**config.mk**
```make
export PLATFORM = sky130hd
export DESIGN_NAME = mstr_i2c_fsm
export DESIGN_NICKNAME = d
export VERILOG_FILES = /design/src/rtl/mstr_i2c_fsm.sv
export SDC_FILE = /design/constraint.sdc
export NUM_CORES = 1
export LEC_CHECK = 0
export CORE_ASPECT_RATIO = 0.6
export CORE_MARGIN = 3
export CORE_UTILIZATION = 55
export DETAILED_ROUTE_END_ITERATION = 8
export PLACE_DENSITY = 0.81
export SLEW_MARGIN = 5
export SYNTH_ARGS = -nofsm -noshare
export SYNTH_HDL_FRONTEND = slang
export SYNTH_SLANG_ARGS = --single-unit
```
**constraint.sdc**
```tcl
create_clock -name CLK -period 2.68 [get_ports CLK]
set_input_delay 0.268 -clock CLK [delete_from_list [all_inputs] [get_ports CLK]]
set_output_delay 0.268 -clock CLK [all_outputs]
set_load 0.02 [all_outputs]
```
**src/rtl/mstr_i2c_fsm.sv**
```systemverilog
// -----------------------------------------------------------------------------
// mstr_i2c_fsm
// Single-master I2C controller. It accepts one request from local logic, then
// generates START, sends {slave address, RW}, and either:
//   - write: sends a register-address byte followed by a data byte, or
//   - read : receives one data byte and answers it with master NACK.
// Every transaction ends with STOP. A slave NACK is reported on O_ACK_FL.
//
// SCL/SDA outputs are open-drain style (1 = release, 0 = pull low). Pads and
// input synchronisers live outside this block.
//
// Timing: a quarter counter divides CLK by DIV = CLK_FRQ/(4*I2C_FRQ), which
// must be at least 1. Every bus phase (START, each bit slot, STOP) lasts four
// quarters q0..q3.
//
// Optional build macro CLK_STRETCH_EN: when defined, a slave holding SCL low
// during q2/q3 of a bit slot or of STOP freezes the quarter timing until SCL
// reads high. When undefined, I_SCL is ignored and timing is fixed.
//
// O_STATE exposes the FSM state for debug and assertion binding.
// -----------------------------------------------------------------------------
module mstr_i2c_fsm #(
   parameter int DATA_SZ = 8,
   parameter int CLK_FRQ = 50_000_000,
   parameter int I2C_FRQ = 100_000
) (
   input  logic               CLK,
   input  logic               RST,
   input  logic               I_START,
   input  logic [DATA_SZ-2:0] I_ADDR_SLV,
   input  logic               I_RW,
   input  logic [DATA_SZ-1:0] I_ADDR_REG,
   input  logic [DATA_SZ-1:0] I_DATA_WR,
   input  logic               I_SCL,
   input  logic               I_SDA,
   output logic               O_SCL,
   output logic               O_SDA,
   output logic [DATA_SZ-1:0] O_DATA_RD,
   output logic               O_BUSY,
   output logic               O_DONE,
   output logic               O_ACK_FL,
   output logic [3:0]         O_STATE
);

   // Quarter-period divider and its counter width (at least one bit).
   localparam int DIV = CLK_FRQ / (4 * I2C_FRQ);
   localparam int QW  = (DIV > 1) ? $clog2(DIV) : 1;
   localparam logic [QW-1:0] Q_LAST = QW'(DIV - 1);
   localparam logic [QW-1:0] Q_ONE  = QW'(1);

   // Bit counter runs DATA_SZ down to 0.
   localparam int BW = $clog2(DATA_SZ + 1);
   localparam logic [BW-1:0] BITS  = BW'(DATA_SZ);
   localparam logic [BW-1:0] B_ONE = BW'(1);

   typedef enum logic [3:0] {
      ST_IDLE     = 4'd0,
      ST_START    = 4'd1,
      ST_COMM     = 4'd2,
      ST_ACK_COMM = 4'd3,
      ST_WR       = 4'd4,
      ST_ACK_DATA = 4'd5,
      ST_RD       = 4'd6,
      ST_MSTR_ACK = 4'd7,
      ST_STOP     = 4'd8
   } state_t;

   state_t               r_state;
   logic [QW-1:0]        r_qcnt;
   logic [1:0]           r_phase;
   logic [BW-1:0]        r_bitcnt;
   logic                 r_byte_sel;   // 0: register byte on the wire, 1: data byte
   logic                 r_rw;
   logic [DATA_SZ-1:0]   r_addr_reg;
   logic [DATA_SZ-1:0]   r_data_wr;
   logic [DATA_SZ-1:0]   r_tx;         // outgoing byte, MSB is the bit on the wire
   logic [DATA_SZ-1:0]   r_rx;         // incoming byte, shifted in MSB first
   logic                 r_rd_pub;     // publish r_rx on the next cycle
   logic                 r_ack_smp;    // SDA level sampled in the last ACK slot
   logic                 r_scl;
   logic                 r_sda;
   logic [DATA_SZ-1:0]   r_data_rd;
   logic                 r_busy;
   logic                 r_done;
   logic                 r_ack_fl;

   logic                 w_hold;
   logic                 w_in_slot;

   // States whose q2/q3 count as "SCL high, may be stretched by the slave".
   assign w_in_slot = (r_state != ST_IDLE) && (r_state != ST_START);

`ifdef CLK_STRETCH_EN
   // Freeze timing while we release SCL in q2/q3 but the line still reads low.
   always_comb begin : stretch_detect
      w_hold = 1'b0;
      if (w_in_slot && r_phase[1] && r_scl && !I_SCL) begin
         w_hold = 1'b1;
      end
   end
`else
   logic w_unused_scl;
   assign w_unused_scl = I_SCL ^ w_in_slot;
   assign w_hold       = 1'b0;
`endif

   // Bus sequencer: quarter timing, state transitions, shift registers and
   // registered SCL/SDA drive, all advanced from one clocked process.
   always_ff @(posedge CLK or posedge RST) begin : fsm
      if (RST) begin
         r_state    <= ST_IDLE;
         r_qcnt     <= '0;
         r_phase    <= 2'd0;
         r_bitcnt   <= '0;
         r_byte_sel <= 1'b0;
         r_rw       <= 1'b0;
         r_addr_reg <= '0;
         r_data_wr  <= '0;
         r_tx       <= '0;
         r_rx       <= '0;
         r_rd_pub   <= 1'b0;
         r_ack_smp  <= 1'b0;
         r_scl      <= 1'b1;
         r_sda      <= 1'b1;
         r_data_rd  <= '0;
         r_busy     <= 1'b0;
         r_done     <= 1'b0;
         r_ack_fl   <= 1'b0;
      end else begin
         r_done <= 1'b0;

         // The read byte becomes visible one cycle after its last bit is sampled.
         if (r_rd_pub) begin
            r_data_rd <= r_rx;
            r_rd_pub  <= 1'b0;
         end

         if (r_state == ST_IDLE) begin
            if (I_START) begin
               r_rw       <= I_RW;
               r_addr_reg <= I_ADDR_REG;
               r_data_wr  <= I_DATA_WR;
               r_tx       <= {I_ADDR_SLV, I_RW};
               r_ack_fl   <= 1'b0;
               r_ack_smp  <= 1'b0;
               r_qcnt     <= '0;
               r_phase    <= 2'd0;
               r_busy     <= 1'b1;
               r_scl      <= 1'b1;
               r_sda      <= 1'b1;
               r_state    <= ST_START;
            end
         end else if (!w_hold) begin
            if (r_qcnt != Q_LAST) begin
               r_qcnt <= r_qcnt + Q_ONE;
            end else begin
               // Quarter tick: step to the next quarter and set the drive it needs.
               r_qcnt  <= '0;
               r_phase <= r_phase + 2'd1;

               if (r_phase == 2'd1) begin
                  // Entering q2: SCL rises; in START, SDA falls while SCL is high.
                  r_scl <= 1'b1;
                  if (r_state == ST_START) begin
                     r_sda <= 1'b0;
                  end
               end else if (r_phase == 2'd2) begin
                  // End of q2: sample point. In STOP, SDA rises while SCL is high.
                  if (r_state == ST_STOP) begin
                     r_sda <= 1'b1;
                  end
                  if ((r_state == ST_ACK_COMM) || (r_state == ST_ACK_DATA)) begin
                     r_ack_smp <= I_SDA;
                     if (I_SDA) begin
                        r_ack_fl <= 1'b1;
                     end
                  end
                  if (r_state == ST_RD) begin
                     r_rx <= {r_rx[DATA_SZ-2:0], I_SDA};
                     if (r_bitcnt == B_ONE) begin
                        r_rd_pub <= 1'b1;
                     end
                  end
               end else if (r_phase == 2'd3) begin
                  // End of a phase: choose the next one and drive its q0 levels.
                  r_scl <= 1'b0;
                  case (r_state)
                     ST_START: begin
                        r_state  <= ST_COMM;
                        r_bitcnt <= BITS;
                        r_sda    <= r_tx[DATA_SZ-1];
                     end
                     ST_COMM, ST_WR: begin
                        if (r_bitcnt == B_ONE) begin
                           r_state  <= (r_state == ST_COMM) ? ST_ACK_COMM : ST_ACK_DATA;
                           r_bitcnt <= '0;
                           r_sda    <= 1'b1;
                        end else begin
                           r_bitcnt <= r_bitcnt - B_ONE;
                           r_tx     <= {r_tx[DATA_SZ-2:0], 1'b0};
                           r_sda    <= r_tx[DATA_SZ-2];
                        end
                     end
                     ST_ACK_COMM: begin
                        if (r_ack_smp) begin
                           r_state <= ST_STOP;
                           r_sda   <= 1'b0;
                        end else if (!r_rw) begin
                           r_state    <= ST_WR;
                           r_byte_sel <= 1'b0;
                           r_bitcnt   <= BITS;
                           r_tx       <= r_addr_reg;
                           r_sda      <= r_addr_reg[DATA_SZ-1];
                        end else begin
                           r_state  <= ST_RD;
                           r_bitcnt <= BITS;
                           r_sda    <= 1'b1;
                        end
                     end
                     ST_ACK_DATA: begin
                        if (r_ack_smp || r_byte_sel) begin
                           r_state <= ST_STOP;
                           r_sda   <= 1'b0;
                        end else begin
                           r_state    <= ST_WR;
                           r_byte_sel <= 1'b1;
                           r_bitcnt   <= BITS;
                           r_tx       <= r_data_wr;
                           r_sda      <= r_data_wr[DATA_SZ-1];
                        end
                     end
                     ST_RD: begin
                        r_sda <= 1'b1;
                        if (r_bitcnt == B_ONE) begin
                           r_state  <= ST_MSTR_ACK;
                           r_bitcnt <= '0;
                        end else begin
                           r_bitcnt <= r_bitcnt - B_ONE;
                        end
                     end
                     ST_MSTR_ACK: begin
                        r_state <= ST_STOP;
                        r_sda   <= 1'b0;
                     end
                     ST_STOP: begin
                        r_state <= ST_IDLE;
                        r_scl   <= 1'b1;
                        r_sda   <= 1'b1;
                        r_busy  <= 1'b0;
                        r_done  <= 1'b1;
                     end
                     default: begin
                        r_state <= ST_IDLE;
                        r_scl   <= 1'b1;
                        r_sda   <= 1'b1;
                        r_busy  <= 1'b0;
                     end
                  endcase
               end
            end
         end
      end
   end

   assign O_SCL     = r_scl;
   assign O_SDA     = r_sda;
   assign O_DATA_RD = r_data_rd;
   assign O_BUSY    = r_busy;
   assign O_DONE    = r_done;
   assign O_ACK_FL  = r_ack_fl;
   assign O_STATE   = r_state;

endmodule

```
Word-level counts from Yosys, hierarchy flattened --
Cells that the tools add are included.
Storage, ports and cells: flip-flop bits (word level) 66, input port bits 29, output and inout port bits 17, logic and storage cells 169
Operators by class: add/subtract/negate cells 3, eq/ne operators 30, multiplexer cells 87, bitwise gates (word level) 4, reductions and logical operators 27
Operator list (number):
- $mux W8 | 10
- $mux W4 | 13
- $mux W1 | 51
- $pmux W4 S6 | 1
- $pmux W8 S3 | 1
- $mux W7 | 3
- $ne A3 B3 Y1 const B | 6
- $eq A4 B3 Y1 const B | 4
- $pmux W4 S4 | 1
- $reduce_and A5 Y1 | 3
- $ne A2 B2 Y1 const B | 7
- $reduce_and A6 Y1 | 2
- $reduce_bool A4 Y1 | 3
- $reduce_and A10 Y1 | 1
- $reduce_bool A2 Y1 | 5
- $reduce_and A9 Y1 | 1
- $eq A4 B1 Y1 const B | 2
- $eq A4 B2 Y1 const B | 2
- $mux W2 | 4
- $reduce_and A8 Y1 | 1
- $add A7 B1 Y7 const B | 1
- $ne A7 B7 Y1 const B | 1
- $reduce_and A7 Y1 | 1
- $reduce_or A7 Y1 | 1
- other kinds (19) | 26

Longest topological paths before layout --
Gate-level depths: netlist of run 1.
depth after elaboration 9, gate-level depth with buffers 8, mapped depth without buffers 7

Worst setup path after synthesis of run 1 --
Ideal clock, no wire load.
path type flip-flop to flip-flop, start register r_phase[0], end register r_tx[0], data arrival time 1.991 ns, data required time 2.555 ns, setup slack 0.564 ns, cell stages (with the launch flop) 6, buffers on the path 0, clock period less this slack 2.116 ns, path through dfrtp_1 ha_1 nor3_1 a31oi_4 nor3_4 mux2_2
On the way: cells in the longest elaborated chain, start to end 3, elaborated cells between the ends (all ways) 7
RTL lines:
- from (decl) | RTL line 70 | logic [1:0] r_phase;
- from (signal assigned) | RTL line 159 | r_phase <= r_phase + 2'd1;
- $eq A2 B2 Y1, or another cell as far along | RTL line 167 | end else if (r_phase == 2'd2) begin
- $ne A2 B2 Y1 (no line) / $reduce_bool A2 Y1 (equally long branches)
- $reduce_and A10 Y1 (no line) (*)
- to (signal assigned) | RTL line 200 | r_tx <= {r_tx[DATA_SZ-2:0], 1'b0};
- to (signal assigned) | RTL line 212 | r_tx <= r_addr_reg;
- to (signal assigned) | RTL line 228 | r_tx <= r_data_wr;
- to (decl) | RTL line 76 | logic [DATA_SZ-1:0] r_tx;
Mark *: on every way between the ends. The rest lies on a longest branch, timed or not. A chain may end at the register's enable or synchronous reset.

Final worst setup path of run 1 --
start register r_qcnt[0], end register r_tx[1]
On the way: cells in the longest elaborated chain, start to end 3
RTL lines:
- from (decl) | RTL line 69 | logic [QW-1:0] r_qcnt;
- from (signal assigned) | RTL line 155 | r_qcnt <= r_qcnt + Q_ONE;
- $ne A7 B7 Y1 | RTL line 154 | if (r_qcnt != Q_LAST) begin
- $ne A2 B2 Y1 (no line)
- $reduce_and A10 Y1 (no line)
- to (signal assigned) | RTL line 143 | r_tx <= {I_ADDR_SLV, I_RW};
- to (signal assigned) | RTL line 200
- to (signal assigned) | RTL line 212
No other way between the ends.

==> metrics.md, run 1 <==
| Metric | Value |
|---|---|
| Initial antenna violation count | 0 |
| Count of cell types in the netlist | 50 |
| Clk slew on worst S/H paths | 0.08 ns |
| Pins Over Slew Limit | 0 |
| Vias in the first global route | 2620 |
| CTS resizes | 0 |
| Rows | 21 |
| Synth area leader | dfrtp_1 |
| Crit path time final | 2.30 ns |
| Top Family by Delay on Critical Path | simple AND/OR/NAND/NOR gates |
| Post-synth EDFFs | 0 |
| Post-synthesis cell area | 3470 sq um |
| Pin slew with the least headroom to its limit | 0.630 ns |
| CP endpoint kind | flip-flop |
| WHS | 0.302 ns |
| Drt first-iter violations | 280 |
| CP max FO | 8 |
| H-tree Lvls | 3 |
| Final setup fails | 0 |
| Outcome | finished clean |
| Most common cell after layout, fill and taps aside | dfrtp_1 |
| Setup TNS | 0 ns |
| Worst vdd ir | 0.264 mV |
| Worst path cell trace | inv_1, ha_1, nand4_1, nor3_1, a31oi_4, nor3_4, mux2_2 |
| CTS tree | built |
| Layout cell share with drive strength beyond 1 | 18.7% |
| Synthesis Warnings | 0 |
| Via density | 5.86 |
| Gpl congestion | 0.887 |
| Required @ worst endpoint | 2.92 ns |
| Leakage | 0.00192 uW |
| Largest net degree at the start of global routing | 40 |
| Syn_nets | 382 |
| CP arrival | 2.53 ns |
| # DRC | 0 |
| Clock Sinks | 66 |
| Number of nets in the layout | 433 |
| Crit path kind | flip-flop to flip-flop |
| Antenna-violating nets left | 0 |
| Mean cell area of the mapped netlist | 10.0 sq um |
| Period utilization | 85.7% |
| Sequential area share after synthesis | 47.7% |
| Clk_skew | 0.00827 ns |
| Startpoint Class | flip-flop |
| Hold Path Class | input pin to asynchronous set/reset pin |
| Normalized max-slew margin | 57.6% |
| Total track usage | 24.5% |
| Clock Path Buffers | 2 |
| CP Buf/Inv Count | 1 |
| Yosys reg bits | 66 |
| Post-CTS Hold Fix Bufs | 0 |
| DP Wirelength | 5.70 mm |
| Top post-synthesis cells by area | dfrtp_1 46%, mux2_2 11%, o21ai_0 4.3%, nand2_1 3.5%, nor2_1 3.2% |
| Port bufs | 44 |
| Antenna Cells | 0 |
| Total core area | 5830 sq um |
| Die Span Y | 67.5 um |
| Synthesized instance count | 346 |
| Most frequent cells in the layout | 64 x dfrtp_1, 44 x clkdlybuf4s50_1, 34 x mux2_2 |
| Clock latency on the worst-skew pair | 0.35 ns |
| DR WL/cell | 16.7 um |
| CP peak stage delay | 0.46 ns |
| Initial Util | 59.5% |
| Vias | 2823 |
| Top cell type's share of synthesized area | 46.2% |
| Max_cap viols | 0 |
| Grt total ovfl | 0 |
| Total CTS buffers | 9 |
| RSZ-0062 raised after global routing | no |
| Die ar. | 7330 sq um |
| Main synth FF type | dfrtp_1 |
| Power per standard cell area | 450 nW/um^2 |
| Async set-reset flop share out of synthesis | 100% |
| Peak Freq | 435 MHz |
| First drt pass iteration count | 5 |
| Top-level I/O count | 46 |
| Total Wirelength | 8.03 mm |
| Synth-to-Final Area Change | 22.6% |
| Clk root buf | clkbuf_8 |
| CP max-delay cell | nor3_4 |
| Die W | 109 um |
| Fillers | 446 |
| Post-CTS setup buffer count | 0 |
| First-pass GRT wire length | 13.4 mm |
| Count of final hold-check violations | 0 |
==> layout make-up <==
cell class / count / area, sq um / area share (%)
clock inverter: 6 / 66.3 / 1.56
tap: 80 / 100 / 2.35
sequential: 66 / 1650 / 38.9
multi-input combinational: 245 / 1680 / 39.4
timing repair buffer: 58 / 558 / 13.1
inverter: 17 / 63.8 / 1.50
clock buffer: 10 / 138 / 3.23
==> through the flow <==
| stage | util (%) | cell area [sq um] | setup WS (ns) | power (uW) | cells |
|---|---|---|---|---|---|
| finish | 73.0 | 4260 | 0.382 | 1920 | 482 |
| global route | 73.0 | 4260 | 0.246 | 1990 | 482 |
| CTS | 73.0 | 4260 | 0.394 | 1930 | 482 |
| detailed placement | 69.5 | 4050 | 0.419 | 1080 | 466 |
| global placement | 69.5 | 4050 | 0.465 | 1080 | 466 |
| floorplan | - | 3470 | 0.564 | 1030 | 346 |
==> per-layer routing <==
layer,track usage (%),share of wire (%),up-vias
met5,0,0,-
met4,8.35,1.2,0
met3,7.07,8.4,15
met2,33.8,43,127
met1,36.7,47,1348
li1,-,-,1333
==> cell usage after synthesis, types with 3 or more instances <==
cell type	count
a21boi_0	8
a21oi_1	14
a31oi_1	8
buf_2	4
clkbuf_1	13
dfrtp_1	64
ha_1	7
inv_1	17
mux2_2	34
mux2i_1	3
nand2_1	32
nand2b_1	11
nand3_1	6
nand4_1	3
nor2_1	30
nor2b_1	8
nor3_1	8
o21ai_0	30
o22ai_1	6
o2bb2ai_1	3
o31ai_1	3
==> cell families after synthesis <==
group	after synthesis	synth area share, %
muxes	39	12.8
adders and majority gates	7	2.52
xor gates and xnor gates	2	0.505
DFF	66	47.7
buffers and inverters	35	4.04
and+or+nand+nor	111	16.4
AOI/OAI and AO/OA	86	16.0
==> path summary, 6_finish.rpt <==
path                                from       endpoint  slack, ns  cells after the start
max                            r_qcnt[0]        r_tx[1]       0.38                      7
min                                  RST   O_DATA_RD[1]       0.30                      2
max reg2reg                    r_qcnt[0]        r_tx[1]       0.38                      7
min reg2reg                        O_SCL          O_SCL       0.51                      2
max in group asynchronous            RST          O_SDA       1.68                      3
min in group CLK           I_ADDR_REG[3]  r_addr_reg[3]       0.48                      3
==> where the power goes <==
part	switching [uW]	internal, uW	leakage [uW]
Combinational	27.2	37.7	0.000979
Sequential	0	995	0.000848
Clock	402	454	0.0000945
(Power assumes the default switching activity.)
==> run 2: changes to the inputs <==
--- a/config.mk
+++ b/config.mk
@@ -7,9 +7,9 @@
 export LEC_CHECK = 0
 export CORE_ASPECT_RATIO = 0.6
 export CORE_MARGIN = 3
-export CORE_UTILIZATION = 55
+export CORE_UTILIZATION = 59
 export DETAILED_ROUTE_END_ITERATION = 8
-export PLACE_DENSITY = 0.81
+export PLACE_DENSITY = 0.86
 export SLEW_MARGIN = 5
 export SYNTH_ARGS = -nofsm -noshare
 export SYNTH_HDL_FRONTEND = slang
==> constraint.sdc (replaced) <==
create_clock -name CLK -period 2.75 [get_ports CLK]
set_input_delay 0.275 -clock CLK [delete_from_list [all_inputs] [get_ports CLK]]
set_output_delay 0.275 -clock CLK [all_outputs]
set_load 0.02 [all_outputs]
==> run 2 against run 1 <==
- flip-flop and latch count is the same
- critical path depth is the same
- die area shrank 6.3%
- first-iteration DRC count grew 6.1%
- wire length shrank 0.26%
- clock skew grew 0.0013 ns
==> metrics.md, run 2 (synthesis results as in run 1) <==
| Metric | Value |
|---|---|
| Clock Sinks | 66 |
| Pins Over Slew Limit | 0 |
| Sw Share | 21.0% |
| Clk slew on worst S/H paths | 0.08 ns |
| CP max FO | 8 |
| Clock latency on the worst-skew pair | 0.35 ns |
| Layout cell share with drive strength beyond 1 | 18.7% |
| Outcome | finished clean |
| CTS tree | built |
| R2R depth | 7 |
| Multi-input gate area | 1680 sq um |
| Largest net degree at the start of global routing | 67 |
| Number of nets in the layout | 433 |
| Seq pwr share | 47.4% |
| DR WL/cell | 16.7 um |
| Logic pwr share | 3.1% |
| # DRC | 0 |
| Required @ worst endpoint | 2.99 ns |
| First-pass GRT wire length | 13.4 mm |
| Leakage | 0.00195 uW |
| Total core area | 5360 sq um |
| CP endpoint kind | flip-flop |
| Design area | 4300 sq um |
| Final core occ | 80.2% |
| Normalized max-slew margin | 51.4% |
| Max_cap viols | 0 |
| Vias in the first global route | 2780 |
| Rows | 20 |
| Die Span Y | 65.4 um |
| Final worst slack | 0.467 ns |
| Crit path time final | 2.28 ns |
| Most frequent cells in the layout | 64 x dfrtp_1, 44 x clkdlybuf4s50_1, 34 x mux2_2 |
| Antenna Cells | 0 |
| Crit path kind | flip-flop to flip-flop |
| Clock power share | 49.5% |
| Total track usage | 24.8% |
| Power per standard cell area | 476 nW/um^2 |
| Hold Path Class | input pin to asynchronous set/reset pin |
| Antenna-violating nets left | 0 |
| Port bufs | 44 |
| Fillers | 345 |
| Setup TNS | 0 ns |
| H-tree Lvls | 3 |
| Final setup fails | 0 |
| Worst vdd ir | 0.376 mV |
| Via density | 5.98 |
| Post-CTS setup buffer count | 0 |
| Gpl congestion | 0.869 |
| Count of final hold-check violations | 0 |
| First drt pass iteration count | 5 |
| WHS | 0.308 ns |
| Vias | 2864 |
| CTS resizes | 0 |
| Die ar. | 6870 sq um |
| Most common cell after layout, fill and taps aside | dfrtp_1 |
| Register area | 1650 sq um |
| Pin slew with the least headroom to its limit | 0.723 ns |
| Period utilization | 83.0% |
| Initial antenna violation count | 0 |
| Total Wirelength | 8.01 mm |
| Initial Util | 64.8% |
| Pre-CTS setup slack | 0.505 ns |
| Startpoint Class | flip-flop |
| Total CTS buffers | 9 |
| Placed Area | 4050 sq um |
| Grt total ovfl | 0 |
| Clock Path Buffers | 2 |
| Switch Pwr | 430 uW |
| Die W | 105 um |
| Clk root buf | clkbuf_8 |
| Post-CTS Hold Fix Bufs | 0 |
| Synth-to-Final Area Change | 23.8% |
| Int Pwr | 1620 uW |
| Clk_skew | 0.00954 ns |
| Drt first-iter violations | 297 |
| CP arrival | 2.52 ns |
| RSZ-0062 raised after global routing | no |
| DP Wirelength | 5.57 mm |
| Top-level I/O count | 46 |
| Peak Freq | 438 MHz |
run 2: path summary, 6_finish.rpt:
kind,from,end,slack [ns]
max reg2reg,r_qcnt[0],r_tx[3],0.47
max in group asynchronous,RST,O_SCL,2.12
max,r_qcnt[0],r_tx[3],0.47
min reg2reg,r_qcnt[6],r_qcnt[6],0.50
min,RST,O_BUSY,0.31
min in group CLK,I_ADDR_REG[1],r_addr_reg[1],0.49
run 2: power groups by stage:
stage	combinational, uW	clock (uW)	sequential, uW
after floorplan	14.9	0	989
after global placement	63.8	0	989
after detailed placement	64.3	0	989
after CTS	64.5	1020	970
after global routing	69.3	1070	970
final	63.2	1010	970
run 2: per-layer routing:
layer	part of all wire [%]	vias up	wire length (um)	global-route usage, %
met1	46	1391	3690	34.2
met2	44	132	3550	39.1
met3	8.5	15	678	5.59
met4	1.1	0	89	8.84
li1	-	1326	-	-
met5	0	-	0	0
run 2: area by class of cell:
| type | count | area share, % |
|---|---|---|
| Sequential cell | 66 | 38.5 |
| Clock buffer | 9 | 2.88 |
| Multi-Input combinational cell | 245 | 39.0 |
| Timing Repair Buffer | 58 | 13.0 |
| Clock inverter | 7 | 2.88 |
| Inverter | 17 | 1.49 |
| Tap cell | 77 | 2.24 |
run 2: worst max-delay path, cell delays in order (launching register included):
cell and delay, ns:
dfrtp_1 0.42, inv_1 0.07, ha_1 0.14, nand4_1 0.15, nor3_1 0.37, a31oi_4 0.16, nor3_4 0.46, mux2_2 0.39
run 2: through the flow:
step,power [uW],std cells
final,2050,479
after global routing,2110,479
after CTS,2060,479
after detailed placement,1050,463
after global placement,1050,463
after floorplan,1000,346
==> RTL change 1, RTL diff (settings of run 2) <==
Set the parameter `CLK_FRQ` to 100_000_000 (it was 50_000_000).
--- a/src/rtl/mstr_i2c_fsm.sv
+++ b/src/rtl/mstr_i2c_fsm.sv
@@ -22,5 +22,5 @@
 module mstr_i2c_fsm #(
    parameter int DATA_SZ = 8,
-   parameter int CLK_FRQ = 50_000_000,
+   parameter int CLK_FRQ = 100_000_000,
    parameter int I2C_FRQ = 100_000
 ) (
Behaviour: no difference found for any inputs over 10 cycles, from zero or initial values and one cycle with RST high; that may be too few to reach the edited logic, so the function may still have changed.
==> RTL change 1 against run 2 <==
Count of clock-buffer cells in the layout increased by 2; sequential cell count is 1 higher; final area down 2.7%; setup slack worse by 0.26 ns; routed wire length decreased by 2.6%; sequential share of layout area grew 1.7 points; area after synthesis fell by 2.8%; cell count decreased by 0.84%; critical endpoint is now r_tx[5].
Power is not compared: it rests on default switching activity, and its combinational part moved more than twofold at a synthesized area within 25%.
==> RTL change 1: results (changes against run 2) <==
grt_max_degree: 38  # was 67
synthTopCellsByArea: "dfrtp_1, mux2_2, nand2_1, o21ai_0, nor2_1"  # was dfrtp_1, mux2_2, o21ai_0, nand2_1, nor2_1
crit_path_max_incr_delay_ns: 0.61  # was 0.46 ns
fillers: 348  # was 345
synth_fp_nets: 379  # was 382
gp_congestion: 0.900  # was 0.869
tightestPinTransition_ns: 0.801  # was 0.723 ns
status: "completed"  # unchanged
whs_ns: 0.334  # was 0.308 ns
placed_cells: 459  # was 463
nets: 429  # was 433
pre_cts_ws_ns: 0.277  # was 0.505 ns
drtIter0Drc: 246  # was 297
reg2reg_from: "r_phase[0]"  # was r_qcnt[0]
hpwl_um: 5420  # was 5570 um
ys_top_cells_by_count: "dfrtp_1, nand2_1, nor2_1"  # was dfrtp_1, mux2_2, nand2_1
final_cells: 475  # was 479
wl_per_cell_um: 16.4  # was 16.7 um
reg2reg_to: "r_tx[5]"  # was r_tx[3]
grt.total_usage: 0.253  # was 0.248
clock-skew-final_ns: 0.00464  # was 0.00954 ns
placed_area_um2: 3940  # was 4050 um^2
multi_input_area_um2: 1580  # was 1680 um^2
reg2reg_slack_ns: 0.21  # was 0.47 ns
grt_pass1_wl_um: 13300  # was 13400 um
num_vias: 2813  # was 2864
synth_cell_type_count: 47  # was 50
critPathSlowestCell: "nor4b_4"  # was nor3_4
[RTL change 1: cell count changes in the layout (fill, tap and decap cells not counted), moves of 4 or more]
cell and change:
o22ai_1 -4, a221o_1 +7, inv_1 -7, a21boi_0 -8, nand2b_1 -4, mux2_2 -9
a22oi_1 +8, o21ai_0 -5, o31ai_1 +5, nor3_1 -5, nand2_1 +31, a31oi_1 -6
a21oi_1 -9
[RTL change 1: kinds of logic after synthesis]
group / count (synthesis) / share of synthesized area
adder cells (fa/ha/maj): 7 / 0.0260
AO/OA/AOI/OAI: 73 / 0.148
AND/OR/NAND/NOR: 140 / 0.203
multiplexers: 25 / 0.0835
XOR/XNOR: 3 / 0.00779
flip-flops: 67 / 0.498
buffers and inverters: 28 / 0.0338
[RTL change 1: layer usage]
| metal | global-route usage | share of wire | vias to the layer above |
|---|---|---|---|
| li1 | - | - | 1316 |
| met1 | 0.349 | 0.46 | 1353 |
| met2 | 0.377 | 0.44 | 125 |
| met3 | 0.0746 | 0.081 | 19 |
| met4 | 0.108 | 0.020 | 0 |
| met5 | 0 | 0 | - |
[RTL change 1: worst max-delay path by stage]
stage	from	end	slack, ns	cells past startpoint
floorplan	O_STATE[3]	r_tx[0]	0.36	7
global placement	r_phase[0]	r_tx[2]	0.35	5
detailed placement	r_phase[0]	r_tx[5]	0.28	5
CTS	r_phase[0]	r_tx[1]	0.24	5
global route	r_phase[0]	r_tx[0]	0.06	5
finish	r_phase[0]	r_tx[5]	0.21	5
[RTL change 1: cell type report]
type                    instances  area share
multi-input cells             248       0.378
clock inverters                 5      0.0201
well taps                      77      0.0231
flip-flops and latches         67       0.402
clock buffers                  11      0.0362
inverters                      10     0.00898
repair buffers                 57       0.132
==> RTL change 2, RTL diff (flow settings as in run 2) <==
Made on the original files. Reset style: synchronous (`RST`), changed in one clocked block.
--- a/src/rtl/mstr_i2c_fsm.sv
+++ b/src/rtl/mstr_i2c_fsm.sv
@@ -107,5 +107,5 @@
    // Bus sequencer: quarter timing, state transitions, shift registers and
    // registered SCL/SDA drive, all advanced from one clocked process.
-   always_ff @(posedge CLK or posedge RST) begin : fsm
+   always_ff @(posedge CLK) begin : fsm
       if (RST) begin
          r_state    <= ST_IDLE;
Check against the original RTL: differs if RST is asserted again (counterexample within 4 cycles, from zero or initial values and one cycle with RST high); with RST held inactive, the same outputs for 10 cycles.
==> RTL change 2 against run 2 <==
Final area shrank 8.9%; via count grew 9.3%; sequential cell count is the same; count of clock-buffer cells in the layout grew 2; routed wire length grew 6.6%; non-clock buffer count shrank 1; setup slack lost 0.40 ns; critical path depth grew 1; area after synthesis shrank 6.5%.
Power is not compared: it rests on default switching activity, and its combinational part moved more than twofold at a synthesized area within 25%.
==> RTL change 2: results (changes against run 2) <==
hpwl_um: 5890  # was 5570 um
core_area_um2: 5180  # was 5360 um^2
reg2reg_slack_ns: 0.07  # was 0.47 ns
synth_fa_ha_area_frac: 0.0270  # was 0.0252
ff2ff_path_depth: 8  # was 7
cp-endpoint: "r_tx[5]"  # was r_tx[3]
gp_congestion: 0.925  # was 0.869
grt_use_met3: 0.101  # was 0.0559
use_met2: 0.411  # was 0.391
synth_fp_nets: 440  # was 382
crit_fanout: 9  # was 8
tightestPinTransition_ns: 0.665  # was 0.723 ns
drive_above_1_share: 0.0735  # was 0.187
grt.total_usage: 0.282  # was 0.248
ys_seq_elements: 66  # unchanged
clk_share: 0.0416  # was 0.0577
sh_seq_area: 0.338  # was 0.385
ys_top_cells_by_count: "dfxtp_1, nand2_1, nor2_1"  # was dfrtp_1, mux2_2, nand2_1
grt_pass1_vias: 2870  # was 2780
synth_cell_type_count: 52  # was 50
holdCritPathClass: "in -> reg"  # was in -> async
fillers: 388  # was 345
inverters_excl_clock: 18  # was 17
whs_ns: 0.381  # was 0.308 ns
buffer_area_frac: 0.136  # was 0.130
synthCells: 404  # was 346
vias_per_cell: 6.08  # was 5.98
maxCapViolations: 0  # unchanged
synth_compound_area_frac: 0.211  # was 0.160
vdd_drop_max_v: 0.000309
pre_cts_ws_ns: 0.203  # was 0.505 ns
drtIter0Drc: 363  # was 297
nets: 480  # was 433
wl_um: 8540  # was 8010 um
fmax_ghz: 0.373  # was 0.438 GHz
grt_pass1_wl_um: 14100  # was 13400 um
synthMuxAreaShare: 0.0586  # was 0.128
grt.met1_usage: 0.394  # was 0.342
areaGrowthSynthToFinish_pct: 20.5  # was 23.8%
buffers: 57  # was 58
synthTopCellsByArea: "dfxtp_1, nand2_1, a21oi_1, mux2i_1, nor2_1"  # was dfrtp_1, mux2_2, o21ai_0, nand2_1, nor2_1
crit_arrival_ns: 2.93  # was 2.52 ns
grt_max_degree: 56  # was 67
placed_area_um2: 3750  # was 4050 um^2
reg2reg_from: "r_phase[0]"  # was r_qcnt[0]
synth-xor-area-share: 0  # was 0.00505
multi_input_area_share: 0.446  # was 0.390
ys_seq_area_frac: 0.407  # was 0.477
num-multi-input-gates: 292  # was 245
placed_cells: 499  # was 463
status: "completed"  # unchanged
wl_per_cell_um: 16.6  # was 16.7 um
clkbuf_count: 11  # was 9
htree_levels: 3  # unchanged
clock-skew-final_ns: 0.00577  # was 0.00954 ns
cts_resized: 0  # unchanged
-- RTL change 2: cell count changes after synthesis, sizes merged, moves of 10 or more --
cell / change
a21oi: +25
dfrtp: -64
dfxtp: +66
mux2: -36
mux2i: +16
nand2: +25
nor2: +14
o21ai: -10
or3: +11
-- RTL change 2: power by group --
| group | switching, mW | total, mW | internal, mW |
|---|---|---|---|
| logic | 0.332 | 0.556 | 0.223 |
| clock network | 0.372 | 0.696 | 0.324 |
| registers | 0.0418 | 1.06 | 1.02 |
| total | 0.746 | 2.31 | 1.57 |
-- RTL change 2: metal layers --
layer | routed length (um) | vias to the layer above
met4 | 160 | 0
li1 | - | 1513
met1 | 3870 | 1436
met5 | 0 | -
met3 | 901 | 21
met2 | 3610 | 161
-- RTL change 2: worst max-delay path: stages, from the launching register on --
cell and delay, ns:
dfxtp_1 0.37, inv_1 0.09, ha_1 0.25, or3b_1 0.37, nor4_1 0.51, o211ai_1 0.27, buf_4 0.23, or3_1 0.35
o211a_1 0.14
